File: src/rtl/fifo_uart_tx.sv
// Purpose: drains an 8-bit synchronous FIFO one byte at a time onto a UART TX line (start, 8 data LSB first, optional parity, 1/2 stop).
// Latency: start bit begins 3 edges after IDLE samples en && !fifo_empty (IDLE -> POP -> WAIT -> START); frame length is fixed.
// Backpressure: one byte in flight; the FIFO is popped only from IDLE and never when empty, so the line rate throttles the source.
module fifo_uart_tx #(
  parameter int CLKS_PER_BIT = 16,
  parameter int PARITY_EN    = 0,
  parameter int PARITY_ODD   = 0,
  parameter int STOP_BITS    = 1
) (
  input  logic        clk,
  input  logic        reset,
  input  logic        en,
  input  logic        fifo_empty,
  input  logic [7:0]  fifo_dout,
  output logic        fifo_rd_en,
  output logic        tx,
  output logic        busy,
  output logic        frame_done,
  output logic [15:0] frame_count
);

  // Bit-period counter runs 0..CLKS_PER_BIT-1; guard keeps the width legal at the minimum divisor.
  localparam int            CW        = (CLKS_PER_BIT > 2) ? $clog2(CLKS_PER_BIT) : 1;
  localparam logic [CW-1:0] CLK_LAST  = CW'(CLKS_PER_BIT - 1);
  localparam logic [2:0]    STOP_LAST = 3'(STOP_BITS - 1);
  localparam logic          PAR_INIT  = (PARITY_ODD != 0);

  typedef enum logic [2:0] {
    S_IDLE,
    S_POP,
    S_WAIT,
    S_START,
    S_DATA,
    S_PARITY,
    S_STOP
  } state_t;

  state_t        state, state_nxt;
  logic [CW-1:0] clk_cnt, clk_cnt_nxt;
  logic [2:0]    bit_cnt, bit_cnt_nxt;
  logic [7:0]    shift_reg, shift_reg_nxt;
  logic          parity, parity_nxt;
  logic          rd_en_nxt;
  logic          tx_nxt;
  logic          busy_nxt;
  logic          frame_done_nxt;
  logic [15:0]   frame_count_nxt;
  logic          clk_last;

  assign clk_last = (clk_cnt == CLK_LAST);

  // State, datapath and every output are registered here; reset takes priority over any transition.
  always_ff @(posedge clk) begin
    if (!reset) begin
      state       <= S_IDLE;
      clk_cnt     <= '0;
      bit_cnt     <= '0;
      shift_reg   <= '0;
      parity      <= 1'b0;
      fifo_rd_en  <= 1'b0;
      tx          <= 1'b1;
      busy        <= 1'b0;
      frame_done  <= 1'b0;
      frame_count <= '0;
    end else begin
      state       <= state_nxt;
      clk_cnt     <= clk_cnt_nxt;
      bit_cnt     <= bit_cnt_nxt;
      shift_reg   <= shift_reg_nxt;
      parity      <= parity_nxt;
      fifo_rd_en  <= rd_en_nxt;
      tx          <= tx_nxt;
      busy        <= busy_nxt;
      frame_done  <= frame_done_nxt;
      frame_count <= frame_count_nxt;
    end
  end

  // Next-state and next-output decode; tx for the following bit is set on the edge that closes the current one.
  always_comb begin
    state_nxt       = state;
    clk_cnt_nxt     = clk_cnt;
    bit_cnt_nxt     = bit_cnt;
    shift_reg_nxt   = shift_reg;
    parity_nxt      = parity;
    rd_en_nxt       = 1'b0;
    tx_nxt          = tx;
    busy_nxt        = busy;
    frame_done_nxt  = 1'b0;
    frame_count_nxt = frame_count;

    case (state)
      S_IDLE: begin
        tx_nxt = 1'b1;
        // en is only honoured here, so dropping it mid-frame lets the frame finish.
        if (en && !fifo_empty) begin
          rd_en_nxt = 1'b1;
          busy_nxt  = 1'b1;
          state_nxt = S_POP;
        end
      end

      S_POP: begin
        // rd_en was high for this one cycle; the FIFO presents the byte after this edge.
        state_nxt = S_WAIT;
      end

      S_WAIT: begin
        shift_reg_nxt = fifo_dout;
        parity_nxt    = PAR_INIT;
        clk_cnt_nxt   = '0;
        bit_cnt_nxt   = '0;
        tx_nxt        = 1'b0;
        state_nxt     = S_START;
      end

      S_START: begin
        if (clk_last) begin
          clk_cnt_nxt = '0;
          tx_nxt      = shift_reg[0];
          state_nxt   = S_DATA;
        end else begin
          clk_cnt_nxt = clk_cnt + CW'(1);
        end
      end

      S_DATA: begin
        if (clk_last) begin
          clk_cnt_nxt   = '0;
          parity_nxt    = parity ^ shift_reg[0];
          shift_reg_nxt = {1'b0, shift_reg[7:1]};
          if (bit_cnt == 3'd7) begin
            bit_cnt_nxt = '0;
            if (PARITY_EN != 0) begin
              tx_nxt    = parity ^ shift_reg[0];
              state_nxt = S_PARITY;
            end else begin
              tx_nxt    = 1'b1;
              state_nxt = S_STOP;
            end
          end else begin
            bit_cnt_nxt = bit_cnt + 3'd1;
            tx_nxt      = shift_reg[1];
          end
        end else begin
          clk_cnt_nxt = clk_cnt + CW'(1);
        end
      end

      S_PARITY: begin
        if (clk_last) begin
          clk_cnt_nxt = '0;
          tx_nxt      = 1'b1;
          state_nxt   = S_STOP;
        end else begin
          clk_cnt_nxt = clk_cnt + CW'(1);
        end
      end

      S_STOP: begin
        // bit_cnt counts stop bits here so two stop bits reuse the same divisor.
        if (clk_last) begin
          clk_cnt_nxt = '0;
          if (bit_cnt == STOP_LAST) begin
            bit_cnt_nxt     = '0;
            frame_done_nxt  = 1'b1;
            frame_count_nxt = frame_count + 16'd1;
            busy_nxt        = 1'b0;
            state_nxt       = S_IDLE;
          end else begin
            bit_cnt_nxt = bit_cnt + 3'd1;
          end
        end else begin
          clk_cnt_nxt = clk_cnt + CW'(1);
        end
      end

      default: begin
        tx_nxt    = 1'b1;
        busy_nxt  = 1'b0;
        state_nxt = S_IDLE;
      end
    endcase
  end

endmodule

File: config.mk
export PLATFORM = sky130hd
export DESIGN_NAME = fifo_uart_tx
export DESIGN_NICKNAME = d
export VERILOG_FILES = /design/src/rtl/fifo_uart_tx.sv
export SDC_FILE = /design/constraint.sdc
export NUM_CORES = 1
export LEC_CHECK = 0
export CAP_MARGIN = 5
export CELL_PAD_IN_SITES_DETAIL_PLACEMENT = 1
export CELL_PAD_IN_SITES_GLOBAL_PLACEMENT = 1
export CORE_ASPECT_RATIO = 1.2
export CORE_MARGIN = 4
export CORE_UTILIZATION = 25
export DETAILED_ROUTE_END_ITERATION = 8
export GPL_ROUTABILITY_DRIVEN = 1
export PLACE_DENSITY_LB_ADDON = 0.1
export RECOVER_POWER = 100
export SYNTH_ARGS = -nofsm -noshare
export SYNTH_HDL_FRONTEND = slang
export SYNTH_SLANG_ARGS = --single-unit
File: constraint.sdc
create_clock -name clk -period 2.02 [get_ports clk]
set_input_delay 0.404 -clock clk [delete_from_list [all_inputs] [get_ports clk]]
set_output_delay 0.404 -clock clk [all_outputs]
set_load 0.03 [all_outputs]
* After elaboration in Yosys (flattened, before gate mapping)
Index checks and enable logic that the tools add are counted.
** Word-level totals
- Bits of input ports :: 12
- Output and inout bits :: 20
- Word-level logic and storage cells :: 75
- Latch bits :: 0
- Bits in read-only memories :: 0
- Register bits :: 38
- Memories kept :: 0
- Memory bits (writable) :: 0
** Cells by class
- Reduce and logical (&&, ||, !) cells :: 18
- $mul :: 0
- Shift-type cells :: 0
- Divide/modulo/power cells :: 0
- Add/subtract/negate cells :: 3
- $lt $le $gt $ge :: 0
- Equality and inequality tests :: 15
- Muxes and demuxes :: 28
- Bitwise operators :: 2
** Operators by type and width (number)
- 3-bit 2-to-1 mux :: 11
- 3-bit one-hot mux with 7 select lines :: 1
- 16-bit by 1-bit adder with 16-bit output, second input constant :: 1
- 8-bit one-hot mux with 2 select lines :: 1
- 2-bit inequality test, second input constant :: 7
- 3-bit equality test, second input constant :: 4
- 1-bit 2-to-1 mux :: 9
- 3-bit one-hot mux with 3 select lines :: 1
- 3-bit AND reduction :: 3
- 8-bit 2-to-1 mux :: 1
- 4-bit one-hot mux with 2 select lines :: 1
- 4-bit AND reduction :: 2
- 7-bit AND reduction :: 1
- 3-bit by 2-bit equality test with 1-bit output, second input constant :: 2
- 3-bit zero test :: 2
- 1-bit one-hot mux with 5 select lines :: 1
- 5-bit OR reduction :: 1
- 4-bit by 1-bit adder with 4-bit output, second input constant :: 1
- 4-bit equality test, second input constant :: 1
- 4-bit 2-to-1 mux :: 1
- 2-bit AND reduction :: 2
- 2-bit nonzero test :: 2
- 4-bit OR reduction :: 1
- 3-bit by 1-bit adder with 3-bit output, second input constant :: 1
- 7 further kinds :: 8

* Logic depth before layout (Yosys ltp)
Gate-level depths: netlist of run 1.
- Depth in word-level cells :: 4
- Mapped depth :: 7
- Mapped depth without buffers :: 6

* Least setup slack after synthesis of run 1
No wires, ideal clock.
- Kind :: reg2reg
- From :: register frame_count[0]
- To :: register frame_count[12]
- Data required time :: 1.950 ns
- Cell stages (with the launch flop) :: 7
- Path buffers :: 1
- Setup time :: 0.070 ns
- Clock period less this slack :: 2.000 ns
- Setup slack :: 0.020 ns
- Arrival :: 1.930 ns
- Cell sequence :: dfxtp_1 -> ha_1 -> nand4b_1 -> or4_1 -> buf_2 -> or3_1 -> a21oi_1
** Between the ends
- Cells in the longest elaborated chain, start to end :: 1
** RTL lines
- from (decl) :: RTL line 19 : output logic [15:0] frame_count
- from (signal assigned) :: RTL line 75 : frame_count <= frame_count_nxt;
- 16-bit by 1-bit adder with 16-bit output :: RTL line 167 : frame_count_nxt = frame_count + 16'd1;
No other way between the ends.
A chain may end at the register's enable or synchronous reset.

* Worst setup path after layout of run 1
- From :: register frame_count[7]
- To :: output frame_count[7]
No word-level cell between the ends.

==> qor.csv, run 1 <==
metric,value,unit
p_switching,0.5102,mW
synth_area_per_cell,8.338,sq um
clock_latency,0.29,ns
busiest_layer,met2,
track_usage,13.42,%
drt-pass1-iter-count,4,
synth_cell_types,52,
synth_top_cell_by_area,dfxtp_1,
critPathMaxFanout,7,
wl,6337,um
timing_max_transition_violations_final,0,
wl_per_cell,16.21,um
hold_path.startpoint,frame_count[14]$_SDFFE_PN0P_,
grt_setup_unrepaired,false,
async_flop_share,0,%
power,1.851,mW
combPwrFrac,18.8,%
portBuffers,31,
maxCapViolCount,0,
cts_setup_buffers,0,
endpoint,frame_count[7],
start_util,25.71,%
power.density,677.5,nW/um^2
drc,0,
leakage,1.118,nW
clkTransAtPathRegs,0.08,ns
endpoint_kind,primary output,
tightest_slew,0.4865,ns
internal_power,1.340,mW
fill_cells,980,
fin_crit_sh,95.02,%
rows,36,
ant_nets,0,
coreArea,8108,sq um
required,1.62,ns
reg2reg_to,frame_count[15]$_SDFFE_PN0P_,
synth_fp_nets,267,
ir_drop,0.3024,mV
grt-ovfl-total,0,
dieArea,9869,sq um
ys.flop_type,dfxtp_1,
nets,313,
r2r_slack,0.15,ns
viasPerCell,5.120,
largest_register_ffs,16,
cp-start-kind,register,
holdWs,0.4964,ns
syn_inst,250,
via_count,2002,
met3_usage,2.157,%
hp-class,register to register,
maxSlewHeadroom,67.30,%
die_w,91.36,um
setup-tns-final,0,ns
cts_tree,done,
gp_congestion,0.6961,
die_h,108.0,um
cts.repair.resized,0,
numCtsBuffers,5,
antenna_found_initial,0,
grt_pass1_vias,2016,
synth_edf_count,0,
clk_path_buf_depth,2,
finalClockSkew,0.005672,ns
outcome,completed,
gr-usage-met2,22.51,%
n_antenna_cell,0,
grt_max_degree,30,
ys_warn_count,0,
drt-initial-drc-count,41,
setup_viol,0,
cts_hold_buf,0,
max_clock_freq,521.0,MHz
drive_above_1_share,12.16,%
synth_area_leaders,"dfxtp_1, mux2i_1, a21oi_1",
critPathKind,register to primary output,
area_delta_synth_final,31.03,%
synth_top_area_share,36.49,%
synth_seq_cells,38,
min_period,1.919,ns
clock_sinks,38,
power_frac_clock,36.7,%
hold_viol_final,0,
synth_area,2084,sq um
r2r_cells,6,
startpoint,frame_count[7]$_SDFFE_PN0P_,
r2r_start,bit_cnt[0]$_SDFFE_PN0P_,
num_io_pins,32,
use_met1,17.62,%
power_frac_seq,44.5,%
htreeDepth,2,
crit_arrival,1.52,ns
grt_first_pass_wirelength,10650,um
yosysSeqAreaShare,36.49,%
switching_share,27.57,%
clockRootBuffer,clkbuf_8,
hpwl,4745,um
==> logic make-up after synthesis <==
kind of cell / count (synthesis) / synth area share (%)
simple gates: 93 / 25.33
mux: 14 / 6.722
compound gates: 70 / 20.77
fa+ha+maj: 5 / 3.001
flops: 38 / 36.49
buf+inv: 26 / 6.002
xor+xnor: 4 / 1.681
==> final cells by class <==
class | instances | area [sq um] | share of cell area (%)
tap | 95 | 118.9 | 4.352
clock buffer | 6 | 82.58 | 3.023
timing repair buffer | 58 | 506.7 | 18.55
inverter | 7 | 26.28 | 0.9620
sequential | 38 | 760.7 | 27.85
multi-input combinational | 186 | 1206 | 44.16
clock inverter | 1 | 30.03 | 1.099
==> synth_stat cells, types with 2 or more instances <==
cell type and n:
nor2_1 13, buf_4 2, and3_1 3, o21ai_0 15
o211ai_1 2, and4_1 2, or3_1 7, o21a_1 2
nand2b_1 7, a31oi_1 3, nand3_1 6, buf_2 5
nor2b_1 2, nor3_1 5, and2_1 4, a211oi_1 10
mux2i_1 14, a21oi_1 23, or4_1 4, xnor2_1 3
dfxtp_1 38, inv_1 6, nand2_1 23, ha_1 5
nand4_1 5, clkbuf_1 10, nor4_1 3, o22ai_1 4
==> placed cells by master, fill, tap and decap left out, types with 6 or more instances in the layout <==
cell type,count
buf_4,21
or3_1,7
clkbuf_8,6
mux2i_1,14
a211oi_1,10
clkdlybuf4s50_1,12
o21ai_0,15
a21oi_1,23
nand2b_1,7
dlygate4sd3_1,19
inv_1,6
nand2_1,23
nand3_1,6
dfxtp_1,38
nor2_1,13
==> critical path, cell delays in order, from the launching register on <==
cell	delay [ns]
dfxtp_1	0.34
buf_4	0.15
dlygate4sd3_1	0.74
==> stage by stage <==
step	cells	instance area (sq um)	setup slack (ns)	util, %
after floorplan	250	2085	0.02002	-
after global placement	384	2630	0.1359	32.44
after detailed placement	384	2630	0.05623	32.44
after CTS	391	2743	0.03769	33.83
after global routing	391	2731	0.003516	33.69
final	391	2731	0.1007	33.69
==> metal layers <==
layer | vias to the layer above | wire length, um
li1 | 999 | -
met1 | 974 | 3013
met2 | 24 | 3095
met3 | 5 | 148
met4 | 0 | 80
met5 | - | 0
==> worst min-delay path by stage <==
stage | end | slack [ns] | depth (start not counted)
5_1_grt | frame_count[14]$_SDFFE_PN0P_ | 0.53 | 2
6_report | frame_count[14]$_SDFFE_PN0P_ | 0.50 | 2
4_1_cts | frame_count[14]$_SDFFE_PN0P_ | 0.51 | 2
3_3_place_gp | frame_count[15]$_SDFFE_PN0P_ | 0.49 | 2
2_1_floorplan | bit_cnt[1]$_SDFFE_PN0P_ | 0.47 | 2
3_5_place_dp | frame_count[14]$_SDFFE_PN0P_ | 0.50 | 2
==> power by group through the flow <==
stage / Combinational (mW) / Clock, mW / Sequential, mW
6_report: 0.348 / 0.679 / 0.824
5_1_grt: 0.393 / 0.735 / 0.831
4_1_cts: 0.356 / 0.707 / 0.825
3_5_place_dp: 0.354 / 0 / 0.843
3_3_place_gp: 0.353 / 0 / 0.842
2_1_floorplan: 0.206 / 0 / 0.854
(Power assumes the default switching activity.)
==> inputs of run 2 (changes only) <==
CTS_BUF_LIST = sky130_fd_sc_hd__clkbuf_2   (was default)
clock period = 2.45 ns   (was 2.02 ns; I/O delays follow)
==> qor.csv, run 2 (same netlist as run 1, synthesis figures left out) <==
metric,value,unit
setup-tns-final,0,ns
cts.repair.resized,0,
track_usage,13.23,%
ant_nets,0,
area_delta_synth_final,21.55,%
grt_pass1_vias,2008,
outcome,completed,
max_clock_freq,454.6,MHz
clock_latency,0.39,ns
largest_register_ffs,16,
clk_path_buf_depth,2,
setup_viol,0,
fin_crit_sh,89.79,%
portBuffers,31,
mostFrequentLayoutCells,"dfxtp_1, nand2_1, a21oi_1, dlygate4sd3_1, o21ai_0",
required,2.78,ns
critPathKind,register to register,
drc,0,
grt_first_pass_wirelength,10460,um
hpwl,4550,um
endpoint,frame_count[13]$_SDFFE_PN0P_,
die_h,108.0,um
htreeDepth,2,
start_util,25.71,%
r2r_cells,5,
min_period,2.200,ns
dieArea,9869,sq um
maxCapViolCount,0,
cp-start-kind,register,
wl_per_cell,16.43,um
final_common_cell,dfxtp_1,
clkTransAtPathRegs,0.20,ns
drive_above_1_share,7.801,%
power.density,491.2,nW/um^2
num_io_pins,32,
dp.cells,370,
drt-pass1-iter-count,4,
n_antenna_cell,0,
clock_sinks,38,
hold_viol_final,0,
maxSlewHeadroom,31.03,%
power,1.245,mW
leakage,1.026,nW
cts_setup_buffers,0,
finalClockSkew,0.01303,ns
ir_drop,0.1899,mV
viasPerCell,5.143,
cts_tree,done,
grt-ovfl-total,0,
drt-initial-drc-count,59,
cts_hold_buf,0,
crit_arrival,2.53,ns
antenna_found_initial,0,
wl,6195,um
startpoint,clk_cnt[1]$_SDFFE_PN0P_,
gp_congestion,0.7228,
r2r_start,clk_cnt[1]$_SDFFE_PN0P_,
grt_setup_unrepaired,false,
via_count,1939,
finalNonFillerCells,377,
endpoint_kind,register,
grt_max_degree,30,
numCtsBuffers,5,
r2r_slack,0.25,ns
nets,299,
timing_max_transition_violations_final,0,
die_w,91.36,um
reg2reg_to,frame_count[13]$_SDFFE_PN0P_,
coreArea,8108,sq um
tightest_slew,1.035,ns
critPathMaxFanout,9,
rows,36,
hp-class,register to register,
clockRootBuffer,clkbuf_2,
## run 2: changes by cell type in the layout (fill, tap and decap cells not counted), moves of 3 or more
cell,delta
clkbuf_8,-6
clkbuf_2,+7
buf_4,-10
clkbuf_1,-3
## run 2: area by class of cell
cell class	count	area, sq um
timing repair buffer	44	400.4
fill	964	5574
tap	95	118.9
clock buffer	7	35.03
sequential	38	760.7
multi-input combinational	186	1192
inverter	7	26.28
## run 2: metal layers
| layer | vias to the layer above | GRT usage, % | share of wire [%] |
|---|---|---|---|
| met5 | - | 0 | 0 |
| met4 | 0 | 5.603 | 1.9 |
| met3 | 8 | 2.157 | 2.5 |
| met2 | 28 | 23.15 | 48 |
| met1 | 921 | 16.06 | 48 |
| li1 | 982 | - | - |
## run 2: critical path, cell delays in order (launching register included)
cell and delay, ns:
dfxtp_1 0.47, ha_1 0.30, nand2_2 0.16, or4_1 0.67, or3_1 0.40, a21oi_1 0.14
## run 2: stage by stage
stage / worst slack [ns] / hold WS, ns / utilization, % / instance area [sq um]
after floorplan: 0.4500 / 0.4707 / - / 2085
after global placement: 0.3764 / 0.4790 / 30.99 / 2512
after detailed placement: 0.2955 / 0.4928 / 30.99 / 2512
after CTS: 0.2360 / 0.5173 / 31.42 / 2547
after global routing: 0.03788 / 0.5565 / 31.25 / 2534
final: 0.2502 / 0.5116 / 31.25 / 2534
## run 2: worst min path at each step
stage / from / depth (start not counted) / to
finish: frame_count[6]$_SDFFE_PN0P_ / 2 / frame_count[6]$_SDFFE_PN0P_
global route: frame_count[14]$_SDFFE_PN0P_ / 2 / frame_count[14]$_SDFFE_PN0P_
CTS: frame_count[15]$_SDFFE_PN0P_ / 2 / frame_count[15]$_SDFFE_PN0P_
detailed placement: frame_count[15]$_SDFFE_PN0P_ / 2 / frame_count[15]$_SDFFE_PN0P_
global placement: frame_count[15]$_SDFFE_PN0P_ / 2 / frame_count[15]$_SDFFE_PN0P_
floorplan: bit_cnt[1]$_SDFFE_PN0P_ / 2 / bit_cnt[1]$_SDFFE_PN0P_
## run 2: power breakdown
group | internal, mW | total, mW | switching, mW
sequential | 0.658 | 0.680 | 0.0217
combinational | 0.113 | 0.277 | 0.163
clock | 0.0744 | 0.288 | 0.214
